### config.mk
export PLATFORM = sky130hd
export DESIGN_NAME = cv32e40p_cg_ctrl
export DESIGN_NICKNAME = d
export VERILOG_FILES = /design/src/rtl/cv32e40p_cg_ctrl.sv
export SDC_FILE = /design/constraint.sdc
export NUM_CORES = 1
export LEC_CHECK = 0
export CORE_MARGIN = 2
export CORE_UTILIZATION = 40
export CTS_BUF_LIST = sky130_fd_sc_hd__clkbuf_8 sky130_fd_sc_hd__clkbuf_16
export DETAILED_ROUTE_END_ITERATION = 8
export SLEW_MARGIN = 20
export SYNTH_ARGS = -nofsm -noshare
export SYNTH_HDL_FRONTEND = slang
export SYNTH_SLANG_ARGS = --single-unit
### constraint.sdc
create_clock -name clk_i -period 4.4 [get_ports clk_i]
set_clock_uncertainty 0.15 [all_clocks]
set_input_delay 0.88 -clock clk_i [delete_from_list [all_inputs] [get_ports clk_i]]
set_output_delay 0.88 -clock clk_i [all_outputs]
set_load 0.1 [all_outputs]
### src/rtl/cv32e40p_cg_ctrl.sv
// Core clock-gate controller: BOOT/RUN/DRAIN/SLEEP/WAKE sequencing
// that produces a registered enable for the downstream clock gate.
module cv32e40p_cg_ctrl #(
  parameter int unsigned IDLE_CYCLES = 4,
  parameter int unsigned WAKE_CYCLES = 2
) (
  input  logic        clk_i,
  input  logic        rst_ni,
  input  logic        fetch_enable_i,
  input  logic        sleep_req_i,
  input  logic        wake_i,
  input  logic        busy_i,
  output logic        clock_en_o,
  output logic        core_sleep_o,
  output logic        wake_ack_o,
  output logic [15:0] sleep_cnt_o
);

  typedef enum logic [2:0] {
    BOOT,
    RUN,
    DRAIN,
    SLEEP,
    WAKE
  } state_t;

  localparam logic [7:0] IDLE_LAST = 8'(IDLE_CYCLES - 1);
  localparam logic [7:0] WAKE_LAST = 8'(WAKE_CYCLES - 1);

  state_t     state_q;
  state_t     state_d;
  logic [7:0] idle_q;
  logic [7:0] idle_d;
  logic [7:0] wake_q;
  logic [7:0] wake_d;
  logic       ack_d;

  always_comb begin
    state_d = state_q;
    idle_d  = idle_q;
    wake_d  = wake_q;
    ack_d   = 1'b0;
    unique case (state_q)
      BOOT: begin
        if (fetch_enable_i) state_d = RUN;
      end
      RUN: begin
        if (sleep_req_i && !wake_i) begin
          state_d = DRAIN;
          idle_d  = 8'd0;
        end
      end
      DRAIN: begin
        // Abort beats everything; busy restarts the idle window
        if (wake_i || !sleep_req_i) begin
          state_d = RUN;
        end else if (busy_i) begin
          idle_d = 8'd0;
        end else if (idle_q == IDLE_LAST) begin
          state_d = SLEEP;
        end else begin
          idle_d = idle_q + 8'd1;
        end
      end
      SLEEP: begin
        if (wake_i) begin
          state_d = WAKE;
          wake_d  = 8'd0;
        end
      end
      WAKE: begin
        if (wake_q == WAKE_LAST) begin
          state_d = RUN;
          ack_d   = 1'b1;
        end else begin
          wake_d = wake_q + 8'd1;
        end
      end
      default: state_d = BOOT;
    endcase
  end

  always_ff @(posedge clk_i or negedge rst_ni) begin
    if (!rst_ni) begin
      state_q      <= BOOT;
      idle_q       <= 8'd0;
      wake_q       <= 8'd0;
      clock_en_o   <= 1'b0;
      core_sleep_o <= 1'b0;
      wake_ack_o   <= 1'b0;
      sleep_cnt_o  <= 16'd0;
    end else begin
      state_q      <= state_d;
      idle_q       <= idle_d;
      wake_q       <= wake_d;
      clock_en_o   <= state_d inside {RUN, DRAIN, WAKE};
      core_sleep_o <= (state_d == SLEEP);
      wake_ack_o   <= ack_d;
      if (core_sleep_o && (sleep_cnt_o != 16'hFFFF))
        sleep_cnt_o <= sleep_cnt_o + 16'd1;
    end
  end

endmodule

# --- Word level (Yosys, flattened, before mapping) ---
# Cells that the tools add are included.
totals:
  input_bits: 6
  out_inout_bits: 19
  regBits: 38
  word_cells: 55
op_classes:
  reduce_logical: 11
  n_eq_ne: 16
  muxes: 18
  addsub: 3
ops:
  columns: ["cell", "n"]
  rows:
  - ["two-way mux 8 bit", 6]
  - ["case mux 8 bit (2 select lines)", 2]
  - ["two-way mux 3 bit", 7]
  - ["adder 16 x 1 -> 16 bit (second input constant)", 1]
  - ["adder 8 x 1 -> 8 bit (second input constant)", 2]
  - ["!= test 16 bit (second input constant)", 1]
  - ["case mux 3 bit (5 select lines)", 1]
  - ["equality test 3 x 2 -> 1 bit (second input constant)", 4]
  - ["equality test 8 x 1 -> 1 bit (second input constant)", 1]
  - ["equality test 8 x 2 -> 1 bit (second input constant)", 1]
  - ["!= test 2 bit (second input constant)", 4]
  - ["equality test 3 x 1 -> 1 bit (second input constant)", 2]
  - ["equality test 3 bit (second input constant)", 2]
  - ["AND reduction 4 bit", 1]
  - ["nonzero test 2 bit", 2]
  - ["logical NOT 3 bit", 1]
  - ["!= test 3 bit (second input constant)", 1]
  - ["AND reduction 3 bit", 1]
  - ["nonzero test 3 bit", 1]
  - ["logical AND 1 bit", 2]
  - ["logical NOT 1 bit", 2]
  - ["two-way mux 1 bit", 2]
  - ["logical OR 1 bit", 1]

# --- Depth between registers and ports, before layout ---
# Gate-level depths: netlist of run 1.
depth:
  depth_word: 7
  depth_mapped: 7
  mapped_depth_nobuf: 7

# --- Worst setup path before layout of run 1 ---
# No wires, ideal clock.
synth_path:
  kind: "register to register"
  start: "register sleep_cnt_o[0]"
  end: "register sleep_cnt_o[1]"
  arrival_ns: 2.420
  setup_time_ns: 0.126
  synth_period_minus_slack_ns: 2.696
  n_path_buf: 1
  setup_slack_ns: 1.704
  path_stages_with_launch: 7
  required_time_ns: 4.124
  cell_sequence: "dfrtp_1 -> ha_1 -> nand4_1 -> nor4_1 -> nand2b_1 -> clkbuf_1 -> mux2_2"
synth_between:
  elab_chain_len: 2
  word_cells_on_any_way: 3
  classes_between: "add/sub (1); eq/ne (1); reduce/logical (1)"
synth_rtl:
  columns: ["element", "line", "text"]
  rows:
  - ["start, declared", "16", "output logic [15:0] sleep_cnt_o"]
  - ["start signal, assigned", "100", "sleep_cnt_o <= sleep_cnt_o + 16'd1;"]
  - ["parallel branches: the longest is 2 deep, another holds adder 16 x 1 -> 16 bit", null, null]
# Several ways; the timed one is not identified.
# A chain may end at the register's enable or synchronous reset.

# --- Worst setup path after layout of run 1 ---
layout_path:
  start: "register sleep_cnt_o[2]"
  end: "output sleep_cnt_o[2]"
# No word-level cell between the ends.

==> results.cfg, run 1 <==
[cts]
clk_root_buffer_cell = clkbuf_8
numCtsBuffers = 5
post_cts.repair.setup_buffers = 0
cts_num_sinks = 38
cts_tree = done
cts_max_level = 2
cts-hold-fix-buffers = 0
clock_latency_ps = 280
post_cts.resized_instances = 0
clk_path_buf_depth = 2
worst_setup_hold_path_clk_slew_ps = 70

[grt]
grt.total_usage = 0.150
grt_pass1_vias = 1393
initial_antenna_violation_count = 0
grt_start_max_net_pins = 39
grt_first_pass_wirelength_um = 6200
congestion_overflow_gr = 0

[final_layout]
drive_above_1_share = 0.0892
count_of_placed_standard_cells_in_the_final_layout_fillers_left_out = 267
top_library_cells_by_usage_in_the_layout_fill_and_taps_aside = dfrtp_1, clkdlybuf4s50_1, nor2_1
n_antenna_cell = 0
final_net_count = 223
area_growth_pct = 18.6
layout.cells.most_common = dfrtp_1
design_area_sq_um = 2270

[sta]
rsz0062_at_grt = no
finalCritPeriodShare = 0.675
fmaxAchievable_mhz = 337
aggregate_negative_setup_slack_ps = 0
maxSlewViolCount = 0
setup_viol = 0
worst_slew_pin_slew_ps = 972
hold-worst-slack_ps = 344
timing_hold_violations_final = 0
slew-limit-headroom = 0.350
finalWorstPathRequiredPeriod_ps = 2970
finalWorstSetupSlack_ps = 1430

[place]
place_ws_ps = 1510
port_buffers = 24
post-place-cells = 260
place.gp.congestion = 0.776
dp_hpwl_um = 2650
dpl-instance-area_sq_um = 2190

[setup_path]
setup_crit_path_kind = flip-flop to output pin
endpoint_kind = output pin
critical_path_peak_fanout = 7
cp.buffers_inverters = 1
critPathRequiredTime_ps = 3370
crit_path_cell_trace = clkdlybuf4s50_1
setup.reg_to_reg.worst_slack_ps = 2250
arrival_ps = 1940
critical-path-slowest-cell = clkdlybuf4s50_1
crit_path_max_incr_delay_ps = 1180
crit_path_start_kind = flip-flop
critical_path_launch_point = sleep_cnt_o[2]
critPathTopFamily = buffers and inverters
worst_r2r_startpoint = state_q[0]

[drt]
postRouteAntennaNets = 0
drtPass1Iterations = 4
routed_wire_length_per_instance_um = 13.8
finalWirelength_um = 3670
vias = 1504
vias_per_cell = 5.63
detail_route.iter0.violations = 102
drcViolationCount = 0

[power_and_ir_drop]
power.ir.vdd_worst_mv = 0.178
p_per_area_nw_per_um2 = 510
cellLeakagePower_uw = 0.00101

[floorplan]
design.portCount = 25
die_w_um = 73.2
fp.dieArea_sq_um = 5360
die_height_um = 73.2
floorplan_core_area_sq_um = 4660
rows = 25
initial_utilization = 0.411

[worst_hold_path]
hold_class = flip-flop to flip-flop
hold_path.startpoint = idle_q[7]

[yosys]
synth_cell_type_count = 42
syn_nets = 197
synthDominantCellAreaShare = 0.496
ys_seq_area_frac = 0.496
synth-edff-count = 0
synth.avg_cell_area_sq_um = 10.2
yosys.area.top_type = dfrtp_1
ys.warnings.count = 0
ys.flop_type = dfrtp_1
ys_seq_elements = 38
proportion_of_synthesized_flip_flops_having_asynchronous_set_or_reset = 1.00
synth_area_sq_um = 1920
synth.area.top_cells = dfrtp_1, xor2_1, nor2_1
number_of_cells_produced_by_synthesis = 187

[flow_run]
maxCapViolCount = 0

[outcome]
outcome = completed
-- worst paths after layout --
path / cells past startpoint / to
max: 1 / sleep_cnt_o[2]
min: 1 / idle_q[7]
max reg2reg: 5 / clock_en_o
min reg2reg: 1 / idle_q[7]
max in group asynchronous: 2 / state_q[1]
min in group asynchronous: 2 / sleep_cnt_o[8]
-- final cells by class --
cell class	instances	area, sq um
Fill cell	438	2390
Sequential cell	38	951
Multi-Input combinational cell	138	907
Timing Repair Buffer	25	248
Clock buffer	5	68.8
Tap cell	54	67.6
Inverter	5	18.8
Clock inverter	2	10.0
-- Yosys cell counts, types with 3 or more instances --
library cell  count
xor2_1           14
nand2_1           9
nor2_1           22
xnor2_1           7
ha_1              4
o21ai_0          14
nor4_1            4
and3_1            9
nand2b_1          5
nand4_1           8
inv_1             5
nand3_1          13
dfrtp_1          38
clkbuf_1          3
-- flip-flops by register name, summed over array words and instances, names as in the netlist --
name	cells
sleep_cnt_o	16
idle_q	8
wake_q	8
state_q	3
clock_en_o	1
core_sleep_o	1
wake_ack_o	1
-- metrics by stage --
stage	utilization	power [uW]
final	0.487	1160
after global routing	0.487	1220
after CTS	0.487	1170
after detailed placement	0.470	944
after global placement	0.470	932
after floorplan	-	843
-- layer usage --
metal | global-route usage | vias to the layer above | part of all wire
met5 | 0 | - | 0
met4 | 0.0494 | 0 | 0.014
met3 | 0.0428 | 4 | 0.050
met2 | 0.247 | 47 | 0.49
met1 | 0.187 | 735 | 0.45
li1 | - | 718 | -
-- power breakdown --
group	switching [uW]	internal, uW
Combinational	294	132
Sequential	93.0	418
Clock	115	106
-- cell families after synthesis --
group,after synthesis,synth area share
AND/OR/NAND/NOR,85,0.249
flip-flops,38,0.496
AO/OA/AOI/OAI,26,0.0914
XOR/XNOR,21,0.0960
buffers and inverters,11,0.0300
adder cells (fa/ha/maj),5,0.0314
multiplexers,1,0.00588
(Power assumes the default switching activity.)
==> inputs of run 2 (changes only) <==
clock period = 3.02 ns   (was 4.4 ns; I/O delays follow)
==> results.cfg, run 2 (synthesis results as in run 1) <==
[outcome]
outcome = completed

[worst_hold_path]
hold_class = flip-flop to flip-flop

[setup_path]
critPathRequiredTime_ps = 3050
endpoint_kind = flip-flop
arrival_ps = 2320
critPathTopFamily = simple AND/OR/NAND/NOR gates
setup_crit_path_kind = primary input to flip-flop
crit_path_max_incr_delay_ps = 560
critical-path-slowest-cell = or4b_4
cp.buffers_inverters = 1
crit_path_start_kind = primary input
crit_path_cell_trace = clkdlybuf4s50_1 -> or4b_4 -> or4_1 -> o221ai_2 -> and2_4 -> nor2_1
critical_path_peak_fanout = 11

[cts]
numCtsBuffers = 5
post_cts.repair.setup_buffers = 0
clk_path_buf_depth = 2
cts_tree = done
post_cts.resized_instances = 0
clock_latency_ps = 290
clk_root_buffer_cell = clkbuf_8
cts_max_level = 2
cts_num_sinks = 38
worst_setup_hold_path_clk_slew_ps = 70
cts-hold-fix-buffers = 0

[sta]
fmaxAchievable_mhz = 437
slew-limit-headroom = 0.596
finalWorstPathRequiredPeriod_ps = 2290
finalWorstSetupSlack_ps = 732
finalCritPeriodShare = 0.758
worst_slew_pin_slew_ps = 600
maxSlewViolCount = 0
rsz0062_at_grt = no
setup_viol = 0
timing_hold_violations_final = 0
aggregate_negative_setup_slack_ps = 0
hold-worst-slack_ps = 343

[floorplan]
rows = 25
design.portCount = 25
die_w_um = 73.2
floorplan_core_area_sq_um = 4660
die_height_um = 73.2
initial_utilization = 0.411
fp.dieArea_sq_um = 5360

[drt]
finalWirelength_um = 3670
detail_route.iter0.violations = 124
postRouteAntennaNets = 0
drcViolationCount = 0
vias = 1432
drtPass1Iterations = 4
routed_wire_length_per_instance_um = 13.7
vias_per_cell = 5.34

[power_and_ir_drop]
power.ir.vdd_worst_mv = 0.320
combinational_power_share = 0.355
internal_power_uw = 972
switchingPower_uw = 748
p_per_area_nw_per_um2 = 768
switching_share = 0.435
power.share.sequential = 0.434
cellLeakagePower_uw = 0.00105
pwr-share-clk = 0.211

[final_layout]
top_register = sleep_cnt_o
final_net_count = 223
drive_above_1_share = 0.182
top_library_cells_by_usage_in_the_layout_fill_and_taps_aside = dfrtp_1, nor2_1, buf_4
largest_registers = sleep_cnt_o x16, idle_q x8, wake_q x8
n_antenna_cell = 0
area_growth_pct = 16.9
largest_register_ffs = 16
post_route_utilization = 0.481
layout.cells.most_common = dfrtp_1

[grt]
congestion_overflow_gr = 0
initial_antenna_violation_count = 0
grt_start_max_net_pins = 39
grt_pass1_vias = 1347
grt.total_usage = 0.150
grt_first_pass_wirelength_um = 6070

[place]
port_buffers = 24
dp_hpwl_um = 2660
place_ws_ps = 412
place.gp.congestion = 0.785

[flow_run]
maxCapViolCount = 0
[run 2: changes by cell type in the layout (fill, tap and decap cells not counted), sizes merged]
cell	change
clkdlybuf4s50	-19
clkbuf	+1
buf	+19
clkinvlp	+1
clkinv	-1
[run 2: cell type report]
type	count	area, sq um
inverter	5	18.8
timing repair buffer	25	200
clock inverter	2	12.5
tap	54	67.6
fill	418	2420
sequential	38	951
multi-input combinational	138	907
clock buffer	6	82.6
[run 2: stage by stage]
step                instances  total power, uW  cell area (sq um)
global placement          260             1340               2140
global route              268             1810               2240
floorplan                 187             1230               1920
detailed placement        260             1370               2140
CTS                       268             1740               2240
finish                    268             1720               2240
[run 2: routing by layer]
layer | track usage | vias up | wire [um]
met1 | 0.185 | 674 | 1670
met4 | 0.0638 | 0 | 66
met2 | 0.242 | 36 | 1740
li1 | - | 716 | -
met3 | 0.0442 | 6 | 190
met5 | 0 | - | 0
[run 2: worst paths after layout]
path                                       end  startpoint  cells after the start  slack [ps]
max in group asynchronous            idle_q[6]      rst_ni                      2        1800
worst min register to register       idle_q[7]   idle_q[7]                      1         340
worst max-delay path                clock_en_o      busy_i                      6         730
worst max register to register      clock_en_o  state_q[0]                      5         880
min in group asynchronous       sleep_cnt_o[8]      rst_ni                      2         590
worst min-delay path                 idle_q[7]   idle_q[7]                      1         340
[run 2: power groups by stage]
| stage | Sequential, uW | Combinational (uW) | Clock [uW] |
|---|---|---|---|
| finish | 747 | 610 | 363 |
| global route | 765 | 648 | 401 |
| CTS | 746 | 615 | 378 |
| detailed placement | 753 | 614 | 0 |
| global placement | 747 | 598 | 0 |
| floorplan | 969 | 259 | 0 |
[run 2: worst register-to-register path: cells and delay by family (launching register included)]
kind | cells | cell delay (ps)
AOI/OAI and AO/OA | 1 | 100
DFF | 1 | 470
and+or+nand+nor | 4 | 1310
